<file path="src/rtl/accel_spi_responder.sv">
// SPI mode-3 responder emulating the accelerometer register map, with a
// valid/ready sample port feeding a snapshot bank that is frozen during reads.
module accel_spi_responder #(
  parameter logic [7:0] DEVID       = 8'hE5,
  parameter logic [7:0] BW_RATE_RST = 8'h0A
) (
  input  logic                clk,
  input  logic                reset_n,
  input  logic                spi_csn,
  input  logic                spi_sclk,
  input  logic                spi_sdi,
  output logic                spi_sdo,
  output logic                spi_sdo_oe,
  input  logic signed [15:0]  sample_x,
  input  logic signed [15:0]  sample_y,
  input  logic signed [15:0]  sample_z,
  input  logic                sample_valid,
  output logic                sample_ready,
  output logic                data_ready_int,
  output logic                busy
);

  localparam int DATA_W = 16;

  typedef enum logic [1:0] {IDLE, CMD, RDATA, WDATA} state_t;

  state_t      state;
  logic        csn_p0, csn_p1, csn_p2;
  logic        sclk_p0, sclk_p1, sclk_p2;
  logic        sdi_p0, sdi_p1;
  logic [2:0]  bit_cnt;
  logic [6:0]  shift_in;
  logic [7:0]  tx_sh;
  logic [5:0]  addr;
  logic        mb;
  logic [7:0]  bw_rate, power_ctl, data_format;
  logic signed [DATA_W-1:0] bank_x, bank_y, bank_z;

  logic        csn_fall, csn_rise, sclk_rise, sclk_fall;
  logic [7:0]  cmd_byte;
  logic [5:0]  addr_next, rd_addr;
  logic [7:0]  rd_byte;
  logic        load_tx, dr_clr, sample_accept;

  // Stage p0/p1: two-flop synchronizers; p2 keeps history for edge detection.
  // CSN syncs reset low so a master already mid-transfer at reset release
  // cannot look like a fresh falling edge.
  always_ff @(posedge clk or negedge reset_n) begin
    if (!reset_n) begin
      csn_p0  <= 1'b0;
      csn_p1  <= 1'b0;
      csn_p2  <= 1'b0;
      sclk_p0 <= 1'b1;
      sclk_p1 <= 1'b1;
      sclk_p2 <= 1'b1;
      sdi_p0  <= 1'b0;
      sdi_p1  <= 1'b0;
    end else begin
      csn_p0  <= spi_csn;
      csn_p1  <= csn_p0;
      csn_p2  <= csn_p1;
      sclk_p0 <= spi_sclk;
      sclk_p1 <= sclk_p0;
      sclk_p2 <= sclk_p1;
      sdi_p0  <= spi_sdi;
      sdi_p1  <= sdi_p0;
    end
  end

  assign csn_fall  = csn_p2 & ~csn_p1;
  assign csn_rise  = ~csn_p2 & csn_p1;
  assign sclk_rise = ~sclk_p2 & sclk_p1;
  assign sclk_fall = sclk_p2 & ~sclk_p1;

  assign cmd_byte      = {shift_in, sdi_p1};
  assign addr_next     = addr + {5'd0, mb};
  assign rd_addr       = (state == CMD) ? cmd_byte[5:0] : addr_next;
  assign load_tx       = sclk_rise && !csn_rise && (bit_cnt == 3'd7) &&
                         ((state == CMD && cmd_byte[7]) || state == RDATA);
  assign dr_clr        = load_tx && (rd_addr == 6'h32);
  assign sample_accept = sample_valid && sample_ready;

  always_comb begin
    rd_byte = 8'h00;
    case (rd_addr)
      6'h00:   rd_byte = DEVID;
      6'h2C:   rd_byte = bw_rate;
      6'h2D:   rd_byte = power_ctl;
      6'h30:   rd_byte = {data_ready_int, 7'b0};
      6'h31:   rd_byte = data_format;
      6'h32:   rd_byte = bank_x[7:0];
      6'h33:   rd_byte = bank_x[15:8];
      6'h34:   rd_byte = bank_y[7:0];
      6'h35:   rd_byte = bank_y[15:8];
      6'h36:   rd_byte = bank_z[7:0];
      6'h37:   rd_byte = bank_z[15:8];
      default: rd_byte = 8'h00;
    endcase
  end

  // Protocol FSM and writable registers
  always_ff @(posedge clk or negedge reset_n) begin
    if (!reset_n) begin
      state        <= IDLE;
      bit_cnt      <= 3'd0;
      shift_in     <= 7'd0;
      tx_sh        <= 8'd0;
      addr         <= 6'd0;
      mb           <= 1'b0;
      spi_sdo      <= 1'b0;
      spi_sdo_oe   <= 1'b0;
      busy         <= 1'b0;
      sample_ready <= 1'b0;
      bw_rate      <= BW_RATE_RST;
      power_ctl    <= 8'd0;
      data_format  <= 8'd0;
    end else begin
      sample_ready <= (state == IDLE) && csn_p1;
      if (csn_rise && state != IDLE) begin
        // Any partial byte is simply dropped here.
        state      <= IDLE;
        bit_cnt    <= 3'd0;
        spi_sdo_oe <= 1'b0;
        busy       <= 1'b0;
      end else begin
        case (state)
          IDLE: begin
            if (csn_fall) begin
              state   <= CMD;
              bit_cnt <= 3'd0;
              busy    <= 1'b1;
            end
          end
          CMD: begin
            if (sclk_rise) begin
              shift_in <= cmd_byte[6:0];
              bit_cnt  <= bit_cnt + 3'd1;
              if (bit_cnt == 3'd7) begin
                mb   <= cmd_byte[6];
                addr <= cmd_byte[5:0];
                if (cmd_byte[7]) begin
                  state      <= RDATA;
                  spi_sdo_oe <= 1'b1;
                  tx_sh      <= rd_byte;
                end else begin
                  state <= WDATA;
                end
              end
            end
          end
          RDATA: begin
            if (sclk_fall) begin
              spi_sdo <= tx_sh[7];
              tx_sh   <= {tx_sh[6:0], 1'b0};
            end else if (sclk_rise) begin
              bit_cnt <= bit_cnt + 3'd1;
              if (bit_cnt == 3'd7) begin
                addr  <= addr_next;
                tx_sh <= rd_byte;
              end
            end
          end
          WDATA: begin
            if (sclk_rise) begin
              shift_in <= cmd_byte[6:0];
              bit_cnt  <= bit_cnt + 3'd1;
              if (bit_cnt == 3'd7) begin
                case (addr)
                  6'h2C:   bw_rate     <= cmd_byte;
                  6'h2D:   power_ctl   <= cmd_byte;
                  6'h31:   data_format <= cmd_byte;
                  default: ;
                endcase
                addr <= addr_next;
              end
            end
          end
          default: state <= IDLE;
        endcase
      end
    end
  end

  // Sample bank: sample_ready is low whenever busy, so reads see a frozen bank.
  always_ff @(posedge clk or negedge reset_n) begin
    if (!reset_n) begin
      bank_x         <= '0;
      bank_y         <= '0;
      bank_z         <= '0;
      data_ready_int <= 1'b0;
    end else begin
      if (sample_accept && power_ctl[3]) begin
        bank_x         <= sample_x;
        bank_y         <= sample_y;
        bank_z         <= sample_z;
        data_ready_int <= 1'b1;
      end else if (dr_clr) begin
        data_ready_int <= 1'b0;
      end
    end
  end

endmodule

</file>
<file path="config.mk">
export PLATFORM = sky130hd
export DESIGN_NAME = accel_spi_responder
export DESIGN_NICKNAME = d
export VERILOG_FILES = /design/src/rtl/accel_spi_responder.sv
export SDC_FILE = /design/constraint.sdc
export NUM_CORES = 1
export LEC_CHECK = 0
export CAP_MARGIN = 0
export CORE_ASPECT_RATIO = 1.25
export CORE_UTILIZATION = 55
export DETAILED_ROUTE_END_ITERATION = 7
export PLACE_DENSITY = 0.78
export SKIP_CTS_REPAIR_TIMING = 1
export SLEW_MARGIN = 20
export SYNTH_ARGS = -nofsm -noshare
export SYNTH_HDL_FRONTEND = slang
export SYNTH_SLANG_ARGS = --single-unit
</file>
<file path="constraint.sdc">
create_clock -name clk -period 2.6 [get_ports clk]
set_input_delay 0.26 -clock clk [delete_from_list [all_inputs] [get_ports clk]]
set_output_delay 0.26 -clock clk [all_outputs]
set_load 0.005 [all_outputs]
</file>
# Word-level counts from Yosys, hierarchy flattened
# Index checks and enable logic that the tools add are counted.
# totals
ff_bits	112
inputBits	54
output_inout_bits	5
elab_cells	136
# classes
add_sub_neg	2
n_eq_ne	27
muxes	36
n_bitwise	9
n_reduce_logical	37
# ops
operator	count
$pmux W8 S11	1
$eq A6 B6 Y1 const B	13
$mux W8	6
$mux W6	6
$reduce_and A5 Y1	4
$pmux W6 S3	1
$reduce_bool A2 Y1	9
$pmux W8 S2	1
$mux W3	4
$reduce_and A4 Y1	3
$mux W1	11
$logic_and A1 B1 Y1	9
$ne A3 B2 Y1 const B	3
$pmux W3 S3	1
$mux W2	4
$reduce_and A7 Y1	1
$add A6 B1 Y6	1
$logic_not A6 Y1	1
$ne A2 B2 Y1 const B	3
$ne A3 B3 Y1 const B	2
$reduce_and A3 Y1	2
$reduce_bool A3 Y1	2
$not A1 Y1	5
$and A1 B1 Y1	4
12 further kinds	14

# Longest topological paths before layout
# Gate-level depths: netlist (run 1).
# depth
ltp_word	9
ltp_mapped	10
ltp_nobuf	9

# Least setup slack after synthesis (run 1)
# Ideal clock, no wire load.
# synth_timing
path_kind	register to register
from	reg addr[0]
to	reg tx_sh[5]
setup_ns	0.143
t_arrival_ns	2.277
required_ns	2.457
slack_ns	0.180
path_stages_with_launch	10
path_buffers	0
synth_period_minus_slack_ns	2.420
path_cell_list	dfrtp_1 -> ha_1 -> ha_1 -> xor2_1 -> mux2i_4 -> mux2_1 -> a222oi_1 -> a21o_1 -> a41oi_1 -> a21boi_1
# synth_between
elab_chain_cells	8
word_cells_on_any_way	21
cone_classes	add/sub (1); eq/ne (10); mux (9); reduce/logical (1)
# synth_rtl
item	line	source
from (decl)	34	logic [5:0] addr;
from (signal assigned)	140	addr <= cmd_byte[5:0];
from (signal assigned)	158	addr <= addr_next;
from (signal assigned)	174	addr <= addr_next;
$add A6 B1 Y6 *	76	assign addr_next = addr + {5'd0, mb};
$mux W6 *	77	assign rd_addr = (state == CMD) ? cmd_byte[5:0] : addr_next;
$eq A6 B6 Y1 / $logic_not A6 Y1 (equally long branches)	85	case (rd_addr)
$pmux W8 S11 *	85	
$mux W8 (on tied branches)	157, 141	
$mux W8 (on tied branches)	155, 138	
$mux W8 (on tied branches)	152, 135	
$pmux W8 S2 *	126	case (state)
to (signal assigned)	144	tx_sh <= rd_byte;
to (signal assigned)	154	tx_sh <= {tx_sh[6:0], 1'b0};
to (signal assigned)	159	tx_sh <= rd_byte;
to (decl)	33	logic [7:0] tx_sh;
# Mark *: on every way between the ends. The rest lies on a longest branch, timed or not. The select of a mux whose other input is x is not followed.
# A chain may end at the register's enable or synchronous reset.

# Worst setup path after layout (run 1)
# layout_timing
from	reg mb
to	reg tx_sh[5]
# layout_between
elab_chain_cells	8
word_cells_on_any_way	21
cone_classes	add/sub (1); eq/ne (10); mux (9); reduce/logical (1)
# layout_rtl
item	line	source
from (decl)	35	logic mb;
from (signal assigned)	139	mb <= cmd_byte[6];
$add A6 B1 Y6 *	76	
$mux W6 *	77	
$eq A6 B6 Y1 / $logic_not A6 Y1 (equally long branches)	85	
$pmux W8 S11 *	85	
$mux W8 (on tied branches)	157, 141	
$mux W8 (on tied branches)	155, 138	
$mux W8 (on tied branches)	152, 135	
$pmux W8 S2 *	126	
# Marked as above.

==> impl_metrics.ini, run 1 <==
[outcome]
status = complete, no violations

[cts]
cts_made_buffers = 9
path_clk_slew_ns = 0.07
clock_sinks = 112
clk_path_buf_depth = 2
ctsRootBufferMaster = clkbuf_16
htreeDepth = 3
insertion_delay_ns = 0.36
cts_tree = built

[layout]
fin_area_mm2 = 0.00662
layout.cells.non_filler = 653
layout-drive-gt1-share_pct = 28.3
area_delta_synth_final_pct = 20.4
num-nets-final = 583
diodes = 0

[sta]
setup_viol = 0
worst_slew_pin_slew_ns = 0.621
final-hold-violation-count = 0
fmax_mhz = 399
slew_headroom_pct = 58.1
post-route-min-period_ns = 2.50
fin_worst_skew_ns = 0.00777
finalSetupTns_ns = 0
holdWs_ns = 0.306
finalWorstSetupSlack_ns = 0.0951
finalCritPeriodShare_pct = 96.3
slew_violations = 0

[run]
drv_cap = 0

[synth]
yosysTopAreaCellShare_pct = 48.7
synthAdderAreaFrac_pct = 1.59
synth_ff_type = dfrtp_1
async_flop_share_pct = 100
yosys_warnings = 0
synthCells = 459
netlist_top_cells_area = dfrtp_1 (49%), mux2_2 (16%), dfstp_2 (2.4%)
synth_xor_area_share_pct = 0.933
ys_seq_area_share_pct = 51.1
synth-simple-area-share_pct = 9.95
synth-edff-count = 0
syn_nets = 520
synth_top_family_by_area = multiplexers
syn_area_mm2 = 0.00550
syn_area_per_cell_um2 = 12.0
synth_compound_area_share_pct = 14.7
ys_seq_elements = 112
muxShareOfSynthArea_pct = 18.0
synth_top_cell_by_area = dfrtp_1
ys_types = 67

[worst_setup_path]
start_kind = register
cpMaxStageDelayCell = dfrtp_1
slowest_delay_ns = 0.42
critPathBufInv = 0
cp_max_fo = 6
crit_required_ns = 2.84
path_class = reg2reg
r2r_start = mb
r2r_end = tx_sh[5]
rr_worst_depth = 9
critPathArrivalTime_ns = 2.75
path_cells = ha_1 > ha_2 > xor2_2 > mux2i_4 > mux2_1 > a222oi_1 > a21o_1 > a41oi_1 > a21boi_1
end_kind = register
r2r_setup_slack_ns = 0.1
path_delay_family = compound AO/OA/AOI/OAI gates

[routing]
first_pass_iters = 5
viasPerCell = 6.15
drt_iter0_markers = 260
routed_wl_um = 13000
wl_per_cell_um = 19.8
drt.antenna.violating_nets = 0
vias = 4015
drc = 0

[grt]
antenna_found_initial = 0
grt_use_total_pct = 26.2
grt_pass1_vias = 4121
grt_max_degree = 50
grt_pass1_wl_um = 20900
grt-ovfl-total = 0

[placement]
dpl.cell_count = 634
hpwl_um = 9280
port_buffers = 58
dpl_worst_slack_ns = 0.0639
placed_area_mm2 = 0.00625
gp_congestion = 0.939

[min_path]
hold-path-endpoint = sclk_p0
min_from = spi_sclk
holdPathStages = 1
worst_hold_path_type = in2reg

[power]
p_per_area_mw_per_mm2 = 591
p_leak_uw = 0.00299
ir_drop_mv = 0.526

[floorplanning]
die_h_um = 114
dieWidth_um = 91.4
ios = 59
start_util_pct = 56.9
rows = 40
core_mm2 = 0.00966
dieArea_mm2 = 0.0104
==> worst max path at each step <==
stage | start | to | cells after the start
CTS | addr[0] | tx_sh[5] | 9
global route | addr[0] | tx_sh[0] | 10
finish | mb | tx_sh[5] | 9
global placement | addr[0] | tx_sh[5] | 9
detailed placement | mb | tx_sh[5] | 9
floorplan | addr[0] | tx_sh[5] | 9
==> worst register-to-register path, stage by stage, from the launching register on <==
cell and delay, ns:
dfrtp_1 0.42, ha_1 0.20, ha_2 0.22, xor2_2 0.20, mux2i_4 0.24, mux2_1 0.35
a222oi_1 0.31, a21o_1 0.19, a41oi_1 0.11, a21boi_1 0.16
==> layout by cell type, fill, tap and decap left out, drive strengths merged, types with 5 or more instances in the layout <==
cell           count
a211oi             6
a21oi             15
a222oi             5
a22o               6
a22oi             14
and2               5
buf               23
clkbuf            10
clkdlybuf4s50     57
dfrtp            107
dfstp              5
ha                 7
inv               12
mux2              82
nand2             29
nand3             20
nor2              17
nor3               5
o211ai             5
o21ai             20
o22ai              7
==> metrics by stage <==
stage               utilization [%]  total power (uW)
floorplan                         -              2290
global placement               64.7              2560
detailed placement             64.7              2580
CTS                            67.6              3900
global route                   68.5              4050
finish                         68.5              3910
==> power by group <==
group / switching [uW] / leakage [uW] / internal, uW
Clock: 656 / 0.000135 / 665
Sequential: 152 / 0.00151 / 1810
Combinational: 330 / 0.00134 / 295
Total: 1140 / 0.00299 / 2770
==> sequential cells by signal, summed over array words and instances, names as in the netlist, 2 cells and up <==
register and cells:
bw_rate 8, data_format 8, bank_x 16, power_ctl 8, bit_cnt 3, state 2
bank_z 16, shift_in 7, bank_y 16, addr 6, tx_sh 8
==> layout make-up <==
cell class / count / area [um2]
Multi-Input combinational cell: 309 / 2560
Timing Repair Buffer: 81 / 778
Fill cell: 703 / 3040
Sequential cell: 112 / 2810
Tap cell: 126 / 158
Inverter: 9 / 33.8
Clock inverter: 6 / 50.0
Clock buffer: 10 / 229
==> cells in the mapped netlist (all sizes together) (3+ instances only) <==
cell / count
a211oi: 6
a21oi: 15
a221oi: 3
a222oi: 5
a22o: 6
a22oi: 14
a31o: 3
a31oi: 4
a32oi: 3
and2: 5
and3: 4
buf: 25
clkbuf: 5
dfrtp: 107
dfstp: 5
ha: 7
inv: 9
mux2: 82
mux2i: 4
nand2: 29
nand2b: 3
nand3: 20
nor2: 17
nor2b: 4
nor3: 5
nor4: 3
o211a: 3
o211ai: 5
o21ai: 20
o22ai: 7
xnor2: 3
==> cell families (layout without fill, tap and decap cells) <==
family,Yosys count,count (layout)
AOI/OAI and AO/OA,109,110
xor gates and xnor gates,5,5
adders and majority gates,7,7
buffers and inverters,39,106
DFF,112,112
muxes,86,86
and+or+nand+nor,101,101
==> routing by layer <==
layer	track usage (%)	part of all wire (%)
met2	45.9	52
met4	10.6	3.2
met1	32.8	42
met5	0	0
met3	3.80	3.5
Power figures use the tool's default switching activity.
==> inputs of run 2 (changes only) <==
Settings changed: SLEW_MARGIN 20 to default.
==> results of run 2 <==
Final layout, timing and power as in run 1 (identical DEF).
